==> src/rtl/sysmon_drp_pkg.sv <==
// Shared constants for the SYSMON DRP responder: register map, FSM state
// encoding, min/max reset values and the measurement justification helper.
package sysmon_drp_pkg;

    localparam logic [6:0] ADDR_TEMP     = 7'h00;
    localparam logic [6:0] ADDR_VCCINT   = 7'h01;
    localparam logic [6:0] ADDR_VCCAUX   = 7'h02;
    localparam logic [6:0] ADDR_MMRST    = 7'h03;
    localparam logic [6:0] ADDR_MAXT     = 7'h20;
    localparam logic [6:0] ADDR_MINT     = 7'h24;
    localparam logic [6:0] ADDR_CFG_BASE = 7'h40;

    localparam logic [15:0] MAX_RST = 16'h0000;
    localparam logic [15:0] MIN_RST = 16'hFFFF;

    typedef enum logic [1:0] {
        ST_IDLE = 2'd0,
        ST_BUSY = 2'd1,
        ST_RESP = 2'd2
    } state_t;

    // 10-bit ADC codes are presented MSB-aligned in the 16-bit registers.
    function automatic logic [15:0] ljust(input logic [9:0] code);
        return {code, 6'b0};
    endfunction

endpackage

==> src/rtl/sysmon_minmax.sv <==
// Min/max temperature tracker.
//   clk, rst    : clock, synchronous active-high reset
//   meas_valid  : new measurement present this cycle
//   meas_temp   : 10-bit temperature code
//   clr         : reset min/max (wins over a same-edge measurement)
//   max_temp    : largest temperature seen (left-justified)
//   min_temp    : smallest temperature seen (left-justified)
module sysmon_minmax
    import sysmon_drp_pkg::*;
(
    input  logic        clk,
    input  logic        rst,
    input  logic        meas_valid,
    input  logic [9:0]  meas_temp,
    input  logic        clr,
    output logic [15:0] max_temp,
    output logic [15:0] min_temp
);

    logic [15:0] max_q, max_d;
    logic [15:0] min_q, min_d;
    logic [15:0] t_new;

    always_comb begin
        max_d = max_q;
        min_d = min_q;
        t_new = ljust(meas_temp);
        if (clr) begin
            max_d = MAX_RST;
            min_d = MIN_RST;
        end else if (meas_valid) begin
            if (t_new > max_q) max_d = t_new;
            if (t_new < min_q) min_d = t_new;
        end
    end

    always_ff @(posedge clk) begin
        if (rst) begin
            max_q <= MAX_RST;
            min_q <= MIN_RST;
        end else begin
            max_q <= max_d;
            min_q <= min_d;
        end
    end

    assign max_temp = max_q;
    assign min_temp = min_q;

endmodule

==> src/rtl/sysmon_drp_responder.sv <==
// DRP slave fronting a SYSMON-style register map.
//   clk, rst        : clock, synchronous active-high reset
//   DADDR_IN/DEN_IN/DWE_IN/DI_IN : DRP request (one per DEN_IN high cycle)
//   DO_OUT/DRDY_OUT : read data and one-cycle completion strobe,
//                     LATENCY cycles after the request cycle
//   meas_*          : measurement set, captured when meas_valid is high
//   overrun         : sticky flag, a request arrived while busy
// Reads sample and writes commit on the edge that raises DRDY_OUT.
module sysmon_drp_responder
    import sysmon_drp_pkg::*;
#(
    parameter int LATENCY = 4
) (
    input  logic        clk,
    input  logic        rst,
    input  logic [6:0]  DADDR_IN,
    input  logic        DEN_IN,
    input  logic        DWE_IN,
    input  logic [15:0] DI_IN,
    output logic [15:0] DO_OUT,
    output logic        DRDY_OUT,
    input  logic        meas_valid,
    input  logic [9:0]  meas_temp,
    input  logic [9:0]  meas_vccint,
    input  logic [9:0]  meas_vccaux,
    output logic        overrun
);

    state_t      state_q, state_d;
    logic [3:0]  cnt_q, cnt_d;
    logic [6:0]  addr_q, addr_d;
    logic        we_q, we_d;
    logic [15:0] di_q, di_d;
    logic [15:0] do_q, do_d;
    logic        ovr_q, ovr_d;
    logic [15:0] temp_q, temp_d, vint_q, vint_d, vaux_q, vaux_d;
    logic [15:0] cfg_q [16];
    logic [15:0] cfg_d [16];

    // Transaction actually completing this edge (the live inputs when
    // LATENCY is 1, otherwise the latched request).
    logic        commit;
    logic [6:0]  cm_addr;
    logic        cm_we;
    logic [15:0] cm_di;
    logic        mm_clr;
    logic [15:0] max_temp, min_temp;

    always_comb begin
        state_d = state_q;
        cnt_d   = cnt_q;
        addr_d  = addr_q;
        we_d    = we_q;
        di_d    = di_q;
        do_d    = do_q;
        ovr_d   = ovr_q;
        cfg_d   = cfg_q;
        commit  = 1'b0;
        cm_addr = addr_q;
        cm_we   = we_q;
        cm_di   = di_q;
        mm_clr  = 1'b0;

        case (state_q)
            ST_IDLE, ST_RESP: begin
                if (DEN_IN) begin
                    addr_d = DADDR_IN;
                    we_d   = DWE_IN;
                    di_d   = DI_IN;
                    if (LATENCY == 1) begin
                        state_d = ST_RESP;
                        commit  = 1'b1;
                        cm_addr = DADDR_IN;
                        cm_we   = DWE_IN;
                        cm_di   = DI_IN;
                    end else begin
                        state_d = ST_BUSY;
                        cnt_d   = 4'(LATENCY - 1);
                    end
                end else begin
                    state_d = ST_IDLE;
                end
            end
            ST_BUSY: begin
                // Requests while busy are dropped, only flagged.
                if (DEN_IN) ovr_d = 1'b1;
                if (cnt_q == 4'd1) begin
                    state_d = ST_RESP;
                    commit  = 1'b1;
                end else begin
                    cnt_d = cnt_q - 4'd1;
                end
            end
            default: state_d = ST_IDLE;
        endcase

        if (commit) begin
            if (cm_we) begin
                if (cm_addr[6:4] == ADDR_CFG_BASE[6:4]) cfg_d[cm_addr[3:0]] = cm_di;
                if (cm_addr == ADDR_MMRST) mm_clr = 1'b1;
            end else begin
                if (cm_addr[6:4] == ADDR_CFG_BASE[6:4]) begin
                    do_d = cfg_q[cm_addr[3:0]];
                end else begin
                    case (cm_addr)
                        ADDR_TEMP:   do_d = temp_q;
                        ADDR_VCCINT: do_d = vint_q;
                        ADDR_VCCAUX: do_d = vaux_q;
                        ADDR_MAXT:   do_d = max_temp;
                        ADDR_MINT:   do_d = min_temp;
                        default:     do_d = 16'h0000;
                    endcase
                end
            end
        end

        temp_d = meas_valid ? ljust(meas_temp)   : temp_q;
        vint_d = meas_valid ? ljust(meas_vccint) : vint_q;
        vaux_d = meas_valid ? ljust(meas_vccaux) : vaux_q;
    end

    always_ff @(posedge clk) begin
        if (rst) begin
            state_q <= ST_IDLE;
            cnt_q   <= 4'd0;
            addr_q  <= 7'd0;
            we_q    <= 1'b0;
            di_q    <= 16'h0000;
            do_q    <= 16'h0000;
            ovr_q   <= 1'b0;
            temp_q  <= 16'h0000;
            vint_q  <= 16'h0000;
            vaux_q  <= 16'h0000;
            for (int i = 0; i < 16; i++) cfg_q[i] <= 16'h0000;
        end else begin
            state_q <= state_d;
            cnt_q   <= cnt_d;
            addr_q  <= addr_d;
            we_q    <= we_d;
            di_q    <= di_d;
            do_q    <= do_d;
            ovr_q   <= ovr_d;
            temp_q  <= temp_d;
            vint_q  <= vint_d;
            vaux_q  <= vaux_d;
            for (int i = 0; i < 16; i++) cfg_q[i] <= cfg_d[i];
        end
    end

    sysmon_minmax u_minmax (
        .clk        (clk),
        .rst        (rst),
        .meas_valid (meas_valid),
        .meas_temp  (meas_temp),
        .clr        (mm_clr),
        .max_temp   (max_temp),
        .min_temp   (min_temp)
    );

    assign DRDY_OUT = (state_q == ST_RESP);
    assign DO_OUT   = do_q;
    assign overrun  = ovr_q;

endmodule

==> config.mk <==
export PLATFORM = sky130hd
export DESIGN_NAME = sysmon_drp_responder
export DESIGN_NICKNAME = d
export VERILOG_FILES = /design/src/rtl/sysmon_drp_pkg.sv /design/src/rtl/sysmon_minmax.sv /design/src/rtl/sysmon_drp_responder.sv
export SDC_FILE = /design/constraint.sdc
export NUM_CORES = 1
export LEC_CHECK = 0
export ABC_CLOCK_PERIOD_IN_PS = 3200
export BUFFER_PORTS_ARGS = -buffer_cell sky130_fd_sc_hd__buf_4
export CORE_MARGIN = 2
export CORE_UTILIZATION = 25
export DETAILED_ROUTE_END_ITERATION = 8
export GPL_ROUTABILITY_DRIVEN = 0
export HOLD_SLACK_MARGIN = 0.1
export MAX_ROUTING_LAYER = met4
export PLACE_DENSITY = 0.39
export RECOVER_POWER = 25
export SYNTH_ARGS = -nofsm -noshare
export SYNTH_HDL_FRONTEND = slang
export SYNTH_SLANG_ARGS = --single-unit
==> constraint.sdc <==
create_clock -name clk -period 3.2 [get_ports clk]
set_input_delay 0.64 -clock clk [delete_from_list [all_inputs] [get_ports clk]]
set_output_delay 0.64 -clock clk [all_outputs]
set_load 0.05 [all_outputs]
==> flow_summary_export.csv <==
group,metric,value,unit
outcome,status,"finished with violations",
outcome,failed_checks,"capacitance limit, slew limit",
grt,gr-usage-met3,0.0303,
timing,rsz0062_at_grt,"false",
floorplanning,die-height,254,um
job,max_cap_violations,1,
final_layout,num-fill-cells,6492,
grt,grt_pass1_wl,83.4,mm
drt,drcViolationCount,0,
worst_setup_path,end_kind,"flop",
worst_setup_path,slowest_delay,800,ps
final_layout,diodes,0,
timing,period_minus_slack,2670,ps
yosys,synthFlopType,"dfxtp_1",
power,power.share.clock,0.477,
grt,gr-usage-met1,0.233,
final_layout,final_common_cell,"nand2_1",
yosys,syn-num-nets,1902,
power,pwr-share-comb,0.074,
yosys,syn_inst,1822,
floorplanning,core-area,61800,um2
placed_design,dp_cells,2625,
final_layout,multiInputGateArea,7680,um2
floorplanning,die-area,64700,um2
floorplanning,die_w,254,um
timing,setup_violations,0,
yosys,syn_area_per_cell,8.60,um2
drt,vias,13000,
grt,use_met2,0.283,
worst_hold_path,hp-class,"in2reg",
timing,worst_slew_pin_slew,1730,ps
worst_setup_path,crit_type,"reg2reg",
power,p_int,0.00777,W
power,switching_share,0.254,
timing,relSlewSlack,-0.155,
clocking,cts_max_path_buffers,3,
clocking,postCtsHoldBufs,0,
timing,timing.final.crit_share,0.833,
floorplanning,io_pins,76,
yosys,ys_seq_area_frac,0.452,
worst_setup_path,rr_startpoint,"cnt_q[1]",
worst_setup_path,crit_chain,"inv_1 > ha_1 > and4bb_1 > and4_1 > buf_12 > nand4_1 > clkbuf_1 > nand2_1 > a21oi_1",
timing,max_freq,375,MHz
drt,via_per_inst,4.81,
final_layout,nNetsFinal,1912,
worst_setup_path,start_kind,"flop",
clocking,root_buffer,"clkbuf_16",
power,power.leakage,6.19,nW
clocking,cts_made_buffers,42,
placed_design,hpwlAfterDp,36.4,mm
clocking,clk_latency,580,ps
worst_setup_path,crit_fanout,27,
clocking,clock-sinks,354,
drt,drtIter0Drc,956,
timing,setup_tns,0,ps
worst_setup_path,crit_slowest_cell,"clkbuf_1",
drt,wl_per_cell,20.7,um
final_layout,syn2layout_area_growth,17.4,%
grt,grt_overflow,0,
worst_hold_path,min_from,"DEN_IN",
drt,first_pass_iters,5,
grt,antenna_found_initial,0,
clocking,clkTransAtPathRegs,60,ps
clocking,cts_resized,0,
drt,routed_wl,56.0,mm
power,p_per_area,566,nW/um2
worst_setup_path,crit_path_start,"cnt_q[1]",
grt,grt_use_total,0.177,
yosys,synth-edff-count,0,
floorplanning,start_util,0.253,
yosys,ys_ff_latch,354,
floorplanning,rows,91,
placed_design,io_buffer_count,75,
final_layout,layoutNonFillerInstCount,2703,
timing,report.final.slew_viol_count,27,
final_layout,final_cell_mix,"nand2_1 (572), dfxtp_1 (352), a21oi_1 (291)",
yosys,yosys.cell_types.count,58,
clocking,cts_tree,"yes",
final_layout,drive_gt1_frac,0.145,
grt,grt_max_degree,127,
grt,grt_pass1_vias,12700,
timing,finalHoldViolations,0,
yosys,synth_area,15700,um2
drt,ant_nets,0,
clocking,htreeDepth,2,
worst_setup_path,required,3710,ps
grt,grt.busiest_layer,"met2",
final_layout,ff_latch_area,7090,um2
timing,skew,24.7,ps
power,ir_worst_vdd,0.263,mV
power,p_sw,0.00265,W
worst_setup_path,cp_data_arrival_time,3170,ps
yosys,yosys_warnings,0,
yosys,async_reset_ff_frac,0,
power,power_frac_seq,0.449,
clocking,postCtsSetupBuffers,0,
[kinds of logic (layout without fill, tap and decap cells)]
kind of cell / count (synthesis) / after routing / share of synthesized area
AND/OR/NAND/NOR: 735 / 735 / 0.205
AO/OA/AOI/OAI: 406 / 406 / 0.148
flip-flops: 354 / 354 / 0.452
buffers and inverters: 199 / 243 / 0.0581
multiplexers: 104 / 104 / 0.118
adder cells (fa/ha/maj): 22 / 22 / 0.0176
XOR/XNOR: 2 / 2 / 0.00112
[metal layers]
layer / part of all wire / wire length, um
met1: 0.46 / 25900
met2: 0.47 / 26200
met3: 0.048 / 2670
met4: 0.022 / 1230
met5: 0 / 0
[stage by stage]
stage / power [W] / cell area (um2) / hold WS (ps) / setup slack [ps] / utilization
after floorplan: 0.00519 / 15700 / 433 / 1000 / -
after global placement: 0.00556 / 17100 / 438 / 528 / 0.276
after detailed placement: 0.00556 / 17100 / 446 / 492 / 0.276
after CTS: 0.0106 / 18500 / 271 / 542 / 0.299
after global routing: 0.0108 / 18400 / 294 / 324 / 0.298
final: 0.0104 / 18400 / 300 / 534 / 0.298
[area by class of cell]
type | instances | share of cell area
repair buffers | 137 | 0.0566
flip-flops and latches | 354 | 0.386
clock inverters | 15 | 0.0107
clock buffers | 63 | 0.0669
inverters | 28 | 0.00571
multi-input cells | 1269 | 0.417
well taps | 837 | 0.0569
[cell usage after synthesis (all sizes together), types with 2 or more instances]
library cell,n,area (um2)
nor3b,4,45.1
mux4,64,1440
nor2,53,199
nand3b,2,15.0
nand2b,5,31.3
a31oi,2,12.5
a221oi,6,52.6
mux2i,40,400
a22o,8,70.1
ha,22,275
o211ai,8,60.1
clkbuf,100,385
nand4,9,62.6
nor3,14,80.1
nand2,572,2150
nor2b,9,56.3
o21ai,18,90.1
and4,2,17.5
o221ai,10,87.6
or4b,7,70.1
a21boi,11,86.3
inv,28,105
dfxtp,354,7090
buf,71,420
a21oi,291,1460
a22oi,34,255
nor4,9,71.3
o311a,2,20.0
nand3,24,245
a211oi,7,52.6
o31a,2,17.5
a21o,2,15.0
and3,20,125
[power by group through the flow]
stage               Sequential [W]  Clock (W)  Combinational [W]
floorplan                  0.00467          0           0.000520
global placement           0.00477          0           0.000786
detailed placement         0.00477          0           0.000788
CTS                        0.00468    0.00512           0.000791
global route               0.00469    0.00529           0.000844
finish                     0.00467    0.00497           0.000772
[registers in the layout, indices dropped and copies added, names as in the netlist]
name and count:
cnt_q 4, cfg_q 256, state_q 2, cm_di 16
DO_OUT 16, vaux_q 10, cm_we 1, temp_q 10
vint_q 10, u_minmax.min_temp 11, u_minmax.max_temp 10, overrun 1
addr_q 7
[path summary, 6_finish.rpt]
path	end	slack (ps)	cells past startpoint
worst max-delay path	cfg_q[4]	530	9
worst min-delay path	overrun	300	3
worst max register to register	cfg_q[4]	530	9
worst min register to register	cfg_q[235]	450	2
[critical path, delay by kind of cell (launching register included)]
kind | cells | cell delay (ps)
buffers and inverters | 3 | 1050
DFF | 1 | 360
adders and majority gates | 1 | 210
and+or+nand+nor | 4 | 760
AOI/OAI and AO/OA | 1 | 170
Power figures use the tool's default switching activity.
